--- config.mk ---
export PLATFORM = sky130hd
export DESIGN_NAME = pipeline_ctrl
export DESIGN_NICKNAME = d
export VERILOG_FILES = /design/src/rtl/pipeline_ctrl_pkg.sv /design/src/rtl/pipeline_ctrl_hazard_detect.sv /design/src/rtl/pipeline_ctrl.sv
export SDC_FILE = /design/constraint.sdc
export NUM_CORES = 1
export LEC_CHECK = 0
export CAP_MARGIN = 20
export CORE_AREA = 5 5 65 67
export DETAILED_ROUTE_END_ITERATION = 10
export DIE_AREA = 0 0 70 72
export GPL_TIMING_DRIVEN = 1
export PLACE_DENSITY = 0.83
export SLEW_MARGIN = 20
export SYNTH_ARGS = -nofsm -noshare
export SYNTH_HDL_FRONTEND = slang
export SYNTH_SLANG_ARGS = --single-unit
--- constraint.sdc ---
create_clock -name clk -period 7 [get_ports clk]
set_clock_uncertainty 0.1 [all_clocks]
set_input_delay 1.05 -clock clk [delete_from_list [all_inputs] [get_ports clk]]
set_output_delay 1.05 -clock clk [all_outputs]
set_load 0.02 [all_outputs]
--- src/rtl/pipeline_ctrl_pkg.sv ---
// Shared definitions for the five-stage pipeline sequencing controller:
// opcode constants, FSM states, forwarding selects and shadow metadata.
package pipeline_ctrl_pkg;

  localparam int unsigned RIDX_W = 5;

  localparam logic [6:0] RCC   = 7'b0110011;
  localparam logic [6:0] MCC   = 7'b0010011;
  localparam logic [6:0] LCC   = 7'b0000011;
  localparam logic [6:0] SCC   = 7'b0100011;
  localparam logic [6:0] BCC   = 7'b1100011;
  localparam logic [6:0] JAL   = 7'b1101111;
  localparam logic [6:0] JALR  = 7'b1100111;
  localparam logic [6:0] LUI   = 7'b0110111;
  localparam logic [6:0] AUIPC = 7'b0010111;

  typedef enum logic [1:0] {
    RUN   = 2'd0,
    LDUSE = 2'd1,
    REDIR = 2'd2,
    MWAIT = 2'd3
  } state_e;

  localparam logic [1:0] FWD_RF = 2'd0;
  localparam logic [1:0] FWD_M  = 2'd1;
  localparam logic [1:0] FWD_W  = 2'd2;

  typedef struct packed {
    logic              valid;
    logic [RIDX_W-1:0] rd;
    logic              we;
    logic              is_load;
  } shadow_t;

  function automatic logic writes_rd(input logic [6:0] op);
    return op inside {LUI, AUIPC, JAL, JALR, LCC, MCC, RCC};
  endfunction

  function automatic logic uses_rs1(input logic [6:0] op);
    return op inside {JALR, BCC, LCC, SCC, MCC, RCC};
  endfunction

  function automatic logic uses_rs2(input logic [6:0] op);
    return op inside {BCC, SCC, RCC};
  endfunction

endpackage

--- src/rtl/pipeline_ctrl_hazard_detect.sv ---
// Combinational hazard detection and operand-forwarding select.
// PIPELINE_FWD_EN selects forwarding + load-use; otherwise full interlock.
module hazard_detect
  import pipeline_ctrl_pkg::*;
#(
  parameter int unsigned REGW = RIDX_W
) (
  input  logic            uses_rs1_d,
  input  logic            uses_rs2_d,
  input  logic [REGW-1:0] rs1_d,
  input  logic [REGW-1:0] rs2_d,
  input  logic [REGW-1:0] rs1_x,
  input  logic [REGW-1:0] rs2_x,
  input  shadow_t         sh_x,
  input  shadow_t         sh_m,
  input  shadow_t         sh_w,
  output logic            ld_hit,
  output logic [1:0]      fwd_a_sel,
  output logic [1:0]      fwd_b_sel
);

  // we is only ever set for rd != 0, so x0 can never match here
  function automatic logic writer_is(input shadow_t s, input logic [REGW-1:0] rs);
    return s.valid && s.we && (s.rd == rs);
  endfunction

  function automatic logic d_reads(input shadow_t s, input logic u1, input logic u2,
                                   input logic [REGW-1:0] r1, input logic [REGW-1:0] r2);
    return (u1 && writer_is(s, r1)) || (u2 && writer_is(s, r2));
  endfunction

`ifdef PIPELINE_FWD_EN
  function automatic logic [1:0] fwd_sel(input logic [REGW-1:0] rs,
                                         input shadow_t m, input shadow_t w);
    if (rs == '0)                         return FWD_RF;
    if (writer_is(m, rs) && !m.is_load)   return FWD_M;
    if (writer_is(w, rs))                 return FWD_W;
    return FWD_RF;
  endfunction

  logic unused_w_ld;

  assign ld_hit      = sh_x.is_load && d_reads(sh_x, uses_rs1_d, uses_rs2_d, rs1_d, rs2_d);
  assign fwd_a_sel   = fwd_sel(rs1_x, sh_m, sh_w);
  assign fwd_b_sel   = fwd_sel(rs2_x, sh_m, sh_w);
  assign unused_w_ld = sh_w.is_load;
`else
  logic unused_fwd;

  assign ld_hit = d_reads(sh_x, uses_rs1_d, uses_rs2_d, rs1_d, rs2_d)
               || d_reads(sh_m, uses_rs1_d, uses_rs2_d, rs1_d, rs2_d)
               || d_reads(sh_w, uses_rs1_d, uses_rs2_d, rs1_d, rs2_d);
  assign fwd_a_sel  = FWD_RF;
  assign fwd_b_sel  = FWD_RF;
  assign unused_fwd = ^{rs1_x, rs2_x, sh_x.is_load, sh_m.is_load, sh_w.is_load};
`endif

endmodule

--- src/rtl/pipeline_ctrl.sv ---
// Five-stage pipeline sequencing controller: FSM, X/M/W shadow metadata,
// stall/flush/valid generation. Optional feature macro: PIPELINE_FWD_EN.
module pipeline_ctrl
  import pipeline_ctrl_pkg::*;
#(
  parameter int unsigned XLEN = 32,
  parameter int unsigned REGW = RIDX_W
) (
  input  logic            clk,
  input  logic            rst_n,
  input  logic [XLEN-1:0] inst_d,
  input  logic [XLEN-1:0] inst_x,
  input  logic            PCSel,
  input  logic            dmem_wait,
  output logic            stall_f,
  output logic            stall_d,
  output logic            flush_d,
  output logic            flush_x,
  output logic            stall_m,
  output logic            valid_x,
  output logic            valid_m,
  output logic            valid_w,
  output logic [1:0]      fwd_a_sel,
  output logic [1:0]      fwd_b_sel
);

  state_e          state_q, state_d;
  shadow_t         x_q, m_q, w_q, x_d, m_d, w_d;
  logic [6:0]      op_d;
  logic [REGW-1:0] rd_d, rs1_d, rs2_d, rs1_x, rs2_x;
  logic            ld_hit;
  logic [1:0]      fwd_a_hd, fwd_b_hd;
  logic            unused_fields;

  assign op_d          = inst_d[6:0];
  assign rd_d          = inst_d[11:7];
  assign rs1_d         = inst_d[19:15];
  assign rs2_d         = inst_d[24:20];
  assign rs1_x         = inst_x[19:15];
  assign rs2_x         = inst_x[24:20];
  assign unused_fields = ^{inst_d[31:25], inst_d[14:12], inst_x[31:25], inst_x[14:0]};

  hazard_detect #(.REGW(REGW)) u_hazard (
    .uses_rs1_d (uses_rs1(op_d)),
    .uses_rs2_d (uses_rs2(op_d)),
    .rs1_d      (rs1_d),
    .rs2_d      (rs2_d),
    .rs1_x      (rs1_x),
    .rs2_x      (rs2_x),
    .sh_x       (x_q),
    .sh_m       (m_q),
    .sh_w       (w_q),
    .ld_hit     (ld_hit),
    .fwd_a_sel  (fwd_a_hd),
    .fwd_b_sel  (fwd_b_hd)
  );

  always_ff @(posedge clk or negedge rst_n) begin
    if (!rst_n) begin
      state_q <= RUN;
      x_q     <= '0;
      m_q     <= '0;
      w_q     <= '0;
    end else begin
      state_q <= state_d;
      x_q     <= x_d;
      m_q     <= m_d;
      w_q     <= w_d;
    end
  end

  always_comb begin
    state_d = RUN;
    if (dmem_wait)               state_d = MWAIT;
    else if (PCSel && x_q.valid) state_d = REDIR;
    else if (ld_hit)             state_d = LDUSE;
  end

  // The cycle after a redirect, F/D holds the flushed NOP, so what moves
  // into X then is the second squashed slot and is not marked valid.
  always_comb begin
    x_d = x_q;
    m_d = m_q;
    w_d = w_q;
    if (state_d != MWAIT) begin
      w_d         = m_q;
      m_d         = x_q;
      x_d.valid   = !(state_d inside {REDIR, LDUSE}) && (state_q != REDIR);
      x_d.rd      = rd_d;
      x_d.we      = writes_rd(op_d) && (rd_d != '0);
      x_d.is_load = (op_d == LCC);
      if (!x_d.valid) x_d = '0;
    end
  end

  always_comb begin
    stall_f = 1'b0;
    stall_d = 1'b0;
    flush_d = 1'b0;
    flush_x = 1'b0;
    stall_m = 1'b0;
    if (rst_n) begin
      case (state_d)
        MWAIT: begin
          stall_f = 1'b1;
          stall_d = 1'b1;
          stall_m = 1'b1;
        end
        REDIR: begin
          flush_d = 1'b1;
          flush_x = 1'b1;
        end
        LDUSE: begin
          stall_f = 1'b1;
          stall_d = 1'b1;
          flush_x = 1'b1;
        end
        default: ;
      endcase
    end
  end

  assign valid_x   = x_q.valid;
  assign valid_m   = m_q.valid;
  assign valid_w   = w_q.valid;
  assign fwd_a_sel = rst_n ? fwd_a_hd : FWD_RF;
  assign fwd_b_sel = rst_n ? fwd_b_hd : FWD_RF;

endmodule
# Word-level counts from Yosys, hierarchy flattened
# Cells that the tools add are included.
[op_classes]
mul = 0
n_addsub = 0
mux = 12
shift = 0
bitwise = 0
n_eq_ne = 20
n_lt_le_gt_ge = 0
reduce_logical = 31
n_div = 0
[op_table]
columns = ["op", "count"]
rows = [
  ["$eq A5 B5 Y1", 6],
  ["$eq A7 B6 Y1 const B", 3],
  ["$eq A7 B7 Y1 const B", 3],
  ["$logic_and A1 B1 Y1", 18],
  ["$eq A7 B5 Y1 const B", 2],
  ["$mux W1", 9],
  ["$mux W8", 1],
  ["$eq A7 B2 Y1 const B", 1],
  ["$reduce_bool A7 Y1", 1],
  ["$reduce_bool A6 Y1", 1],
  ["$logic_or A1 B1 Y1", 5],
  ["$reduce_bool A5 Y1", 1],
  ["$eq A2 B2 Y1 const B", 2],
  ["$mux W2", 2],
  ["$ne A2 B2 Y1 const B", 2],
  ["$reduce_or A2 Y1", 2],
  ["$reduce_bool A3 Y1", 1],
  ["$eq A2 B1 Y1 const B", 1],
  ["$reduce_bool A2 Y1", 1],
  ["$logic_not A1 Y1", 1],
]
[totals]
word_cells = 73
memories = 0
register_bits = 23
latchBits = 0
romBits = 0
ramBits = 0
in_bits = 68

# Longest topological paths before layout
# Gate-level depths: netlist of run 1.
[depth]
word_depth = 14
mapped_depth = 9

# Hierarchy
# Synthesis of run 1 repeated with hierarchy kept, for this count alone.
[unflattened]
cells_unflattened = 142
hier_area_um2 = 1570.3
[modules_own_cells]
columns = ["mod", "seq_area_each_um2", "area_each_um2", "cells_per_inst", "instances"]
rows = [
  ["pipeline_ctrl", 650.6, 1171.1, 90, 1],
  ["hazard_detect", 0.0, 399.1, 52, 1],
]

# Worst setup path after synthesis of run 1
# Ideal clock, no wire load.
[synth_path]
kind = "input to output"
from = "input inst_d[23]"
to = "output flush_x"
path_slack_ns = 3.363
arrival_time_ns = 2.487
cell_stages = 7
path_cell_list = "xor2_1 > nor4_1 > a32o_1 > a32oi_2 > a21o_1 > ha_1 > nor2b_1"
[synth_via]
elab_chain_len = 13
elab_cells_between_ends = 22
cone_classes = "5 x eq/ne; 5 x mux; 12 x reduce/logical"
[synth_rtl]
columns = ["item", "line_no", "text"]
rows = [
  ["start: declaration", "pipeline_ctrl.sv:11", "input logic [XLEN-1:0] inst_d,"],
  ["$eq A5 B5 Y1", "pipeline_ctrl_hazard_detect.sv:24", "return s.valid && s.we && (s.rd == rs);"],
  ["$logic_and A1 B1 Y1", "pipeline_ctrl_hazard_detect.sv:24", ""],
  ["$logic_and A1 B1 Y1", "pipeline_ctrl_hazard_detect.sv:29", "return (u1 && writer_is(s, r1)) || (u2 && writer_is(s, r2));"],
  ["$logic_or A1 B1 Y1", "pipeline_ctrl_hazard_detect.sv:29", ""],
  ["$logic_or A1 B1 Y1", "pipeline_ctrl_hazard_detect.sv:51", "|| d_reads(sh_m, uses_rs1_d, uses_rs2_d, rs1_d, rs2_d)"],
  ["$logic_or A1 B1 Y1 *", "pipeline_ctrl_hazard_detect.sv:52", "|| d_reads(sh_w, uses_rs1_d, uses_rs2_d, rs1_d, rs2_d);"],
  ["$mux W1 *", "pipeline_ctrl.sv:76", "else if (ld_hit) state_d = LDUSE;"],
  ["$mux W2 *", "pipeline_ctrl.sv:75", "else if (PCSel && x_q.valid) state_d = REDIR;"],
  ["$mux W2 *", "pipeline_ctrl.sv:74", "if (dmem_wait) state_d = MWAIT;"],
  ["$eq A2 B2 Y1 or $eq A2 B1 Y1 (tied branches)", "pipeline_ctrl.sv:103", "case (state_d)"],
  ["$reduce_or A2 Y1 (no line) *", "n/a", ""],
  ["$mux W1 *", "pipeline_ctrl.sv:103", ""],
  ["$mux W1 *", "pipeline_ctrl.sv:102", "if (rst_n) begin"],
  ["end: declaration", "pipeline_ctrl.sv:18", "output logic flush_x,"],
]
# Every way passes the cells marked *; elsewhere a longest branch is shown, timed or not.

# Worst setup path in the final report of run 1
# Same ends and word-level chain as after synthesis.

==> out/qor.csv, run 1 <==
stage,metric,value,unit
clock_tree,cts_setup_buffers,0,
clock_tree,htreeDepth,1,
grt,grt_pass1_wl,5320,um
setup_path,start_kind,input port,
timing,setup_viol,0,
timing,tns,0,ps
synth,synthFlopType,dfrtp_1,
finish,drive_gt1_share,15.8,%
pwr,peakVddDrop,0.000103,V
floorplan,die_x,70,um
synth,synth_edf_count,0,
finish,final_cells,206,
setup_path,setup.worst_path.class,in -> out,
route,drt-pass1-iter-count,4,
pwr,power_frac_clock,19.4,%
synth,postSynthAreaPerCell,11.2,um^2
clock_tree,cts.clk_slew.worst_paths,120,ps
clock_tree,cts_tree,yes,
pwr,switching_power,97.9,uW
finish,mostFrequentLayoutCells,"clkdlybuf4s50_1 (32), dfrtp_1 (23), xor2_1 (17), mux2_2 (14), xnor2_1 (13)",
grt,antenna_found_initial,0,
route,drc,0,
floorplan,design.die.area,5040,um^2
finish,final_area,1780,um^2
synth,synthCells,125,
pwr,power_frac_seq,51.7,%
grt,grt_max_degree,28,
route,ant_nets,0,
setup_path,critPathArrivalTime,3640,ps
clock_tree,cts_sinks,23,
route,via_per_inst,5.11,
placement,place_area,1760,um^2
clock_tree,cts_resized,0,
outcome,outcome,completed,
timing,report.final.slew_viol_count,0,
timing,fmax,0.209,GHz
timing,tightest_slew,555,ps
grt,grtUsageTotal,13.0,%
clock_tree,cts_buffer_depth,2,
timing,holdWs,432,ps
synth,syn_area,1400,um^2
timing,fin_crit,4790,ps
synth,async_reset_ff_share,100,%
floorplan,ios,80,
setup_path,end_kind,output pin,
synth,netlist.area_leader.share,41.1,%
timing,rsz0062_at_grt,no,
floorplan,start_util,39.2,%
placement,hpwl,2480,um
synth,yosys_warnings,0,
setup_path,cp_max_fo,3,
finish,layout_commonest_cell,clkdlybuf4s50_1,
pwr,p_leak,0.764,nW
finish,fin_util,49.7,%
pwr,p_sw_share,30.9,%
floorplan,coreArea,3580,um^2
synth,synth.yosys.seq_area_share,41.1,%
setup_path,cpMaxStageDelayCell,clkdlybuf4s50_1,
timing,slew_headroom,63.0,%
timing,hold_violations,0,
floorplan,row_count,22,
grt,overflow,0,
placement,port_buffers,33,
setup_path,path_common_cell,clkdlybuf4s50_1,
hold_path,hold_path.class,reg -> reg,
grt,grt_pass1_vias,1183,
synth,synth.largest_area_cell,dfrtp_1,
clock_tree,postCtsHoldBufs,0,
timing,period_share,68.5,%
pwr,p_comb_share,28.9,%
route,dr_total_vias,1052,
route,totalWireLength,3100,um
finish,final_nets,228,
clock_tree,clk_latency,310,ps
floorplan,die_h,72,um
finish,antennaDiodeCount,0,
clock_tree,cts_buffers,3,
flow_run,max_cap_viol_count,0,
setup_path,crit_chain,clkdlybuf4s50_1 -> xor2_1 -> nor4_1 -> a32o_1 -> a32oi_2 -> a21o_1 -> ha_1 -> nor2b_1 -> clkdlybuf4s50_1,
route,wl_per_cell,15.0,um
finish,area_growth,27.0,%
synth,ys_seq_elements,23,
synth,ys_top_cells_by_area,"dfrtp_1 (41%), mux2_2 (11%), xor2_1 (11%), xnor2_1 (8.1%), a22o_1 (3.1%)",
pwr,p_int,219,uW
setup_path,cp.required,5850,ps
pwr,powerDensity,178,nW/um^2
synth,synth_cell_types,34,
placement,dpl.cell_count,202,
setup_path,critPathMaxStageDelay,620,ps
route,drt_iter0_drc,26,
placement,gp_congestion,0.895,
clock_tree,root_buffer,clkbuf_4,
==> synth_stat cells (2+ instances only) <==
cell	n
dfrtp_1	23
xor2_1	17
mux2_2	14
xnor2_1	13
a22o_1	5
buf_4	5
nand2_1	5
nor2_1	4
a21o_1	3
a21oi_1	3
buf_2	3
nor2b_1	3
nor4_1	3
a31oi_1	2
and2_1	2
nand4_1	2
==> power groups by stage <==
stage | Combinational [mW] | Clock (mW) | Sequential [mW]
2_1_floorplan | 0.0514 | 0 | 0.166
3_3_place_gp | 0.0903 | 0 | 0.165
3_5_place_dp | 0.0923 | 0 | 0.167
4_1_cts | 0.0931 | 0.0620 | 0.164
5_1_grt | 0.100 | 0.0671 | 0.167
6_report | 0.0916 | 0.0616 | 0.164
==> sequential cells by signal, summed over array words and instances (netlist names) <==
signal / cells
state_q: 2
w_q: 6
x_q: 6
valid_m: 1
valid_x: 1
valid_w: 1
m_q: 6
==> cells by family (layout without fill, tap and decap cells) <==
| logic type | Yosys count | in the layout | share of synthesized area (%) |
|---|---|---|---|
| flip-flops | 23 | 23 | 41.1 |
| buffers and inverters | 9 | 39 | 4.02 |
| AND/OR/NAND/NOR | 26 | 26 | 11.0 |
| XOR/XNOR | 30 | 30 | 18.7 |
| other | 1 | 4 | 0.268 |
| AO/OA/AOI/OAI | 21 | 21 | 12.8 |
| multiplexers | 14 | 14 | 11.2 |
| adder cells (fa/ha/maj) | 1 | 1 | 0.893 |
==> through the flow <==
step                      setup slack [ps]  total power, mW
after floorplan                       3360            0.218
after global placement                2270            0.255
after detailed placement              2210            0.259
after CTS                             2190            0.319
after global routing                  2040            0.334
final                                 2210            0.317
==> layout make-up <==
| cell class | count | area, um^2 |
|---|---|---|
| fillers | 339 | 1800 |
| multi-input cells | 96 | 781 |
| flip-flops and latches | 23 | 576 |
| repair buffers | 34 | 333 |
| well taps | 48 | 60.1 |
| clock buffers | 4 | 26.3 |
| inverters | 1 | 3.75 |
==> critical path: cells and delay by family <==
family / cells / cell delay (ps)
fa+ha+maj: 1 / 300
simple gates: 2 / 430
buf+inv: 2 / 1130
xor+xnor: 1 / 200
compound gates: 3 / 530
==> worst paths after layout <==
| path | startpoint | cells after the start | slack (ps) | end |
|---|---|---|---|---|
| max in group asynchronous | rst_n | 1 | 5820 | w_q[5]$_DFFE_PN0P_ |
| worst min-delay path | x_q[1]$_DFFE_PN0P_ | 2 | 430 | x_q[1]$_DFFE_PN0P_ |
| worst min register to register | x_q[1]$_DFFE_PN0P_ | 2 | 430 | x_q[1]$_DFFE_PN0P_ |
| worst max-delay path | inst_d[23] | 9 | 2210 | flush_x |
| min in group asynchronous | rst_n | 1 | 600 | state_q[1]$_DFF_PN0_ |
| worst max register to register | w_q[5]$_DFFE_PN0P_ | 9 | 4380 | x_q[1]$_DFFE_PN0P_ |
==> per-layer routing <==
layer	up-vias	track usage, %	wire length [um]
li1	504	-	-
met1	502	16.4	1380
met2	40	21.8	1500
met3	6	2.77	168
met4	0	5.32	47
met5	-	0	0
Power figures use the tool's default switching activity.
==> run 2: changes to the inputs <==
--- a/config.mk
+++ b/config.mk
@@ -6,11 +6,11 @@
 export NUM_CORES = 1
 export LEC_CHECK = 0
 export CAP_MARGIN = 20
-export CORE_AREA = 5 5 65 67
+export CORE_AREA = 5 5 67 69
 export DETAILED_ROUTE_END_ITERATION = 10
-export DIE_AREA = 0 0 70 72
+export DIE_AREA = 0 0 72 74
 export GPL_TIMING_DRIVEN = 1
-export PLACE_DENSITY = 0.83
+export PLACE_DENSITY = 0.78
 export SLEW_MARGIN = 20
 export SYNTH_ARGS = -nofsm -noshare
 export SYNTH_HDL_FRONTEND = slang
==> constraint.sdc (replaced) <==
create_clock -name clk -period 4.8 [get_ports clk]
set_clock_uncertainty 0.1 [all_clocks]
set_input_delay 0.72 -clock clk [delete_from_list [all_inputs] [get_ports clk]]
set_output_delay 0.72 -clock clk [all_outputs]
set_load 0.02 [all_outputs]
==> run 2 against run 1 <==
Net effect:
- sequential power increased by 46%
- critical endpoint unchanged
- via count is the same
- largest cell class unchanged
- total power grew 56%
- critical path type unchanged
- flip-flop and latch count stayed put
- highest routed layer unchanged
- combinational power grew 47%
- final area grew 1.9%
==> out/qor.csv, run 2 (synthesis results as in run 1) <==
stage,metric,value,unit
grt,overflow,0,
setup_path,critPathMaxStageDelay,620,ps
grt,antenna_found_initial,0,
timing,tightest_slew,557,ps
grt,use_met3,3.78,%
timing,slew_headroom,62.7,%
timing,hold_violations,0,
hold_path,hold_depth,1,
timing,tns,0,ps
timing,rsz0062_at_grt,no,
outcome,outcome,completed,
floorplan,start_util,36.3,%
floorplan,die_x,72,um
setup_path,r2r_cells,9,
route,totalWireLength,3310,um
route,wl_per_cell,15.8,um
setup_path,cp.required,3980,ps
clock_tree,clk_latency,270,ps
hold_path,hold_path.class,reg -> reg,
placement,port_buffers,33,
floorplan,design.die.area,5330,um^2
grt,grt_busiest_layer,met2,
clock_tree,htreeDepth,1,
pwr,peakVddDrop,0.000164,V
clock_tree,cts_buffer_depth,2,
grt,grt_pass1_wl,5440,um
timing,setup_viol,0,
clock_tree,cts_buffers,3,
grt,grt_use_met2,22.4,%
grt,grt_pass1_vias,1180,
pwr,powerDensity,272,nW/um^2
timing,report.final.slew_viol_count,0,
setup_path,critPathArrivalTime,3320,ps
setup_path,cp_num_cells,9,
timing,period_share,86.2,%
route,drc,0,
flow_run,max_cap_viol_count,0,
setup_path,setup.worst_path.class,in -> out,
finish,final_nets,229,
finish,layout_commonest_cell,clkdlybuf4s50_1,
clock_tree,postCtsHoldBufs,0,
grt,grt_max_degree,23,
grt,grtUsageTotal,13.4,%
setup_path,start_kind,input port,
route,ant_nets,0,
setup_path,crit_family,buffers and inverters,
clock_tree,cts_sinks,23,
finish,antennaDiodeCount,0,
route,dr_total_vias,1052,
clock_tree,cts_setup_buffers,0,
finish,top_regs,"m_q x6, w_q x6, x_q x6",
finish,drive_gt1_share,15.7,%
floorplan,ios,80,
route,drt_iter0_drc,37,
placement,gp_congestion,0.820,
setup_path,path_common_cell,clkdlybuf4s50_1,
floorplan,row_count,23,
pwr,p_leak,0.776,nW
setup_path,crit_chain,clkdlybuf4s50_1 -> xor2_1 -> nor4_1 -> a32o_1 -> a32oi_2 -> a21o_1 -> ha_1 -> nor2b_1 -> clkdlybuf4s50_1,
floorplan,die_h,74,um
setup_path,end_kind,output pin,
route,drt-pass1-iter-count,4,
clock_tree,cts.clk_slew.worst_paths,70,ps
route,via_per_inst,5.03,
placement,pre_cts_slack,687,ps
setup_path,crit_buf_inv,2,
clock_tree,root_buffer,clkbuf_8,
clock_tree,cts_resized,0,
timing,setup_ws,661,ps
grt,use_met1,15.6,%
clock_tree,cts_tree,yes,
timing,fin_crit,4140,ps
timing,fmax,0.242,GHz
finish,area_growth,29.4,%
placement,hpwl,2690,um
setup_path,cpMaxStageDelayCell,clkdlybuf4s50_1,
finish,mostFrequentLayoutCells,"clkdlybuf4s50_1 (33), dfrtp_1 (23), xor2_1 (17), mux2_2 (14), xnor2_1 (13)",
floorplan,coreArea,3860,um^2
setup_path,cp_max_fo,3,
-- run 2: worst paths after layout --
| path | start | endpoint | slack, ps |
|---|---|---|---|
| worst max-delay path | inst_d[23] | flush_x | 660 |
| worst min-delay path | m_q[1]$_DFFE_PN0P_ | m_q[1]$_DFFE_PN0P_ | 430 |
| worst max register to register | w_q[5]$_DFFE_PN0P_ | x_q[1]$_DFFE_PN0P_ | 2180 |
| worst min register to register | m_q[1]$_DFFE_PN0P_ | m_q[1]$_DFFE_PN0P_ | 430 |
| max in group asynchronous | rst_n | x_q[2]$_DFFE_PN0P_ | 3440 |
| min in group asynchronous | rst_n | state_q[1]$_DFF_PN0_ | 580 |
-- run 2: cell type report --
cell class | instances | area, um^2
Tap cell | 50 | 62.6
Sequential cell | 23 | 576
Fill cell | 381 | 2040
Multi-Input combinational cell | 96 | 781
Clock buffer | 4 | 45.0
Inverter | 1 | 3.75
Timing Repair Buffer | 35 | 345
-- run 2: layer usage --
layer / share of wire, % / vias to the layer above
li1: - / 508
met1: 43 / 496
met2: 48 / 37
met3: 4.9 / 11
met4: 3.6 / 0
met5: 0 / -
-- run 2: per-stage QoR --
| step | hold WS (ps) | utilization (%) | power (mW) | instances | cell area, um^2 |
|---|---|---|---|---|---|
| global placement | 407 | 45.8 | 0.373 | 205 | 1770 |
| CTS | 435 | 47.0 | 0.501 | 209 | 1810 |
| floorplan | 324 | - | 0.317 | 128 | 1410 |
| global route | 453 | 47.0 | 0.522 | 209 | 1810 |
| finish | 432 | 47.0 | 0.494 | 209 | 1810 |
| detailed placement | 417 | 45.8 | 0.378 | 205 | 1770 |
-- run 2: power breakdown --
part | switching, mW | internal (mW) | total, mW
clock | 0.0603 | 0.0593 | 0.120
sequential | 0.0250 | 0.214 | 0.239
combinational | 0.0607 | 0.0741 | 0.135
total | 0.146 | 0.348 | 0.494
-- run 2: worst register-to-register path, stage by stage, from the launching register on --
cell       delay [ps]
dfrtp_1           420
xor2_1            160
nor4_1            310
a32o_1            240
a32oi_2            80
a21o_1            200
ha_1              290
nor3b_2           410
o2111ai_1         180
o21ai_0           160
==> run 3: changes to the inputs <==
--- a/config.mk
+++ b/config.mk
@@ -6,12 +6,13 @@
 export NUM_CORES = 1
 export LEC_CHECK = 0
 export CAP_MARGIN = 20
-export CORE_AREA = 5 5 67 69
+export CORE_AREA = 5 5 79 59
 export DETAILED_ROUTE_END_ITERATION = 10
-export DIE_AREA = 0 0 72 74
+export DIE_AREA = 0 0 84 64
 export GPL_TIMING_DRIVEN = 1
 export PLACE_DENSITY = 0.78
 export SLEW_MARGIN = 20
 export SYNTH_ARGS = -nofsm -noshare
 export SYNTH_HDL_FRONTEND = slang
 export SYNTH_SLANG_ARGS = --single-unit
+export TNS_END_PERCENT = 30
==> run 3 against run 2 <==
Net effect:
- combinational power grew 4%
- critical path depth is the same
- hold slack gained 7.0 ps
- clock-buffer cell count is the same
- critical path type unchanged
==> out/qor.csv, run 3 (synthesis results as in run 1) <==
stage,metric,value,unit
route,ant_nets,0,
placement,place_area,1780,um^2
route,drt_iter0_drc,56,
clock_tree,clk_latency,260,ps
setup_path,setup.worst_path.class,in -> out,
pwr,powerDensity,273,nW/um^2
placement,gp_congestion,0.854,
finish,area_growth,30.1,%
clock_tree,cts_buffer_depth,2,
route,met1Wirelength,1610,um
timing,slew_headroom,63.6,%
clock_tree,cts_resized,0,
timing,tns,0,ps
route,totalWireLength,3380,um
clock_tree,cts_tree,yes,
floorplan,ios,80,
grt,grt_max_degree,17,
timing,report.final.slew_viol_count,0,
route,via_per_inst,5.06,
finish,mostFrequentLayoutCells,"clkdlybuf4s50_1 (33), dfrtp_1 (23), xor2_1 (17), mux2_2 (14), xnor2_1 (13)",
route,wl_met2,1550,um
setup_path,cp_max_fo,3,
finish,fillerInstances,354,
pwr,p_leak,0.781,nW
clock_tree,cts.clk_slew.worst_paths,70,ps
setup_path,end_kind,output pin,
finish,drive_gt1_share,16.3,%
timing,period_share,86.7,%
finish,fin_util,47.9,%
route,drt-pass1-iter-count,4,
timing,rsz0062_at_grt,no,
floorplan,design.die.area,5380,um^2
finish,top_regs,"m_q x6, w_q x6, x_q x6",
floorplan,start_util,36.8,%
timing,hold_violations,0,
clock_tree,htreeDepth,1,
setup_path,critPathArrivalTime,3340,ps
grt,grt_pass1_wl,5550,um
route,dr_total_vias,1072,
placement,port_buffers,33,
timing,tightest_slew,543,ps
clock_tree,cts_buffers,3,
route,drc,0,
floorplan,coreArea,3800,um^2
finish,final_nets,230,
grt,overflow,0,
route,wl_met3,184,um
outcome,outcome,completed,
grt,grt_pass1_vias,1108,
floorplan,row_count,19,
timing,fmax,0.240,GHz
placement,pre_cts_slack,650,ps
timing,setup_ws,639,ps
setup_path,start_kind,input port,
clock_tree,cts_sinks,23,
route,top_layer_used,met4,
grt,antenna_found_initial,0,
flow_run,max_cap_viol_count,0,
clock_tree,postCtsHoldBufs,0,
finish,final_area,1820,um^2
grt,grtUsageTotal,13.0,%
finish,antennaDiodeCount,0,
setup_path,cp.required,3980,ps
route,wl_per_cell,16.0,um
placement,hpwl,2830,um
floorplan,die_h,64,um
floorplan,die_x,84,um
clock_tree,cts_setup_buffers,0,
timing,fin_crit,4160,ps
clock_tree,root_buffer,clkbuf_8,
timing,setup_viol,0,
hold_path,hold_path.class,reg -> reg,
pwr,peakVddDrop,0.000154,V
finish,layout_commonest_cell,clkdlybuf4s50_1,
run 3: critical path, cell delays in order:
cell and delay (ps):
clkdlybuf4s50_1 490, xor2_1 210, nor4_1 350, a32o_1 240, a32oi_2 70, a21o_1 210
ha_1 330, nor2b_1 130, clkdlybuf4s50_1 610
run 3: routing by layer:
metal  track usage [%]  up-vias
met1              18.3      521
met3              2.82        6
met5                 0        -
met4              2.61        0
li1                  -      510
met2              20.7       35
run 3: per-stage QoR:
step	total power, mW	hold slack, ps	std cells
2_1_floorplan	0.317	324	128
3_3_place_gp	0.377	410	208
3_5_place_dp	0.382	427	208
4_1_cts	0.500	444	212
5_1_grt	0.523	482	212
6_report	0.498	439	212
run 3: area by class of cell:
cell class                 instances  area (um^2)  share of cell area (%)
timing repair buffer              36          353                    19.4
inverter                           1         3.75                   0.206
tap                               52         65.1                    3.57
clock buffer                       4         45.0                    2.47
sequential                        23          576                    31.6
multi-input combinational         96          781                    42.8
run 3: final timing paths:
| path | start | endpoint | slack [ps] | depth (start not counted) |
|---|---|---|---|---|
| worst max-delay path | inst_d[23] | flush_x | 640 | 9 |
| worst min-delay path | m_q[1]$_DFFE_PN0P_ | w_q[1]$_DFFE_PN0P_ | 440 | 1 |
| worst max register to register | w_q[5]$_DFFE_PN0P_ | x_q[1]$_DFFE_PN0P_ | 2020 | 9 |
| worst min register to register | m_q[1]$_DFFE_PN0P_ | w_q[1]$_DFFE_PN0P_ | 440 | 1 |
| max in group asynchronous | rst_n | x_q[5]$_DFFE_PN0P_ | 3340 | 2 |
| min in group asynchronous | rst_n | state_q[0]$_DFF_PN0_ | 670 | 1 |
run 3: power breakdown:
group | total [mW] | switching (mW) | internal (mW) | leakage (nW)
sequential | 0.239 | 0.0249 | 0.214 | 0.306
combinational | 0.140 | 0.0645 | 0.0750 | 0.452
clock | 0.119 | 0.0601 | 0.0592 | 0.0228
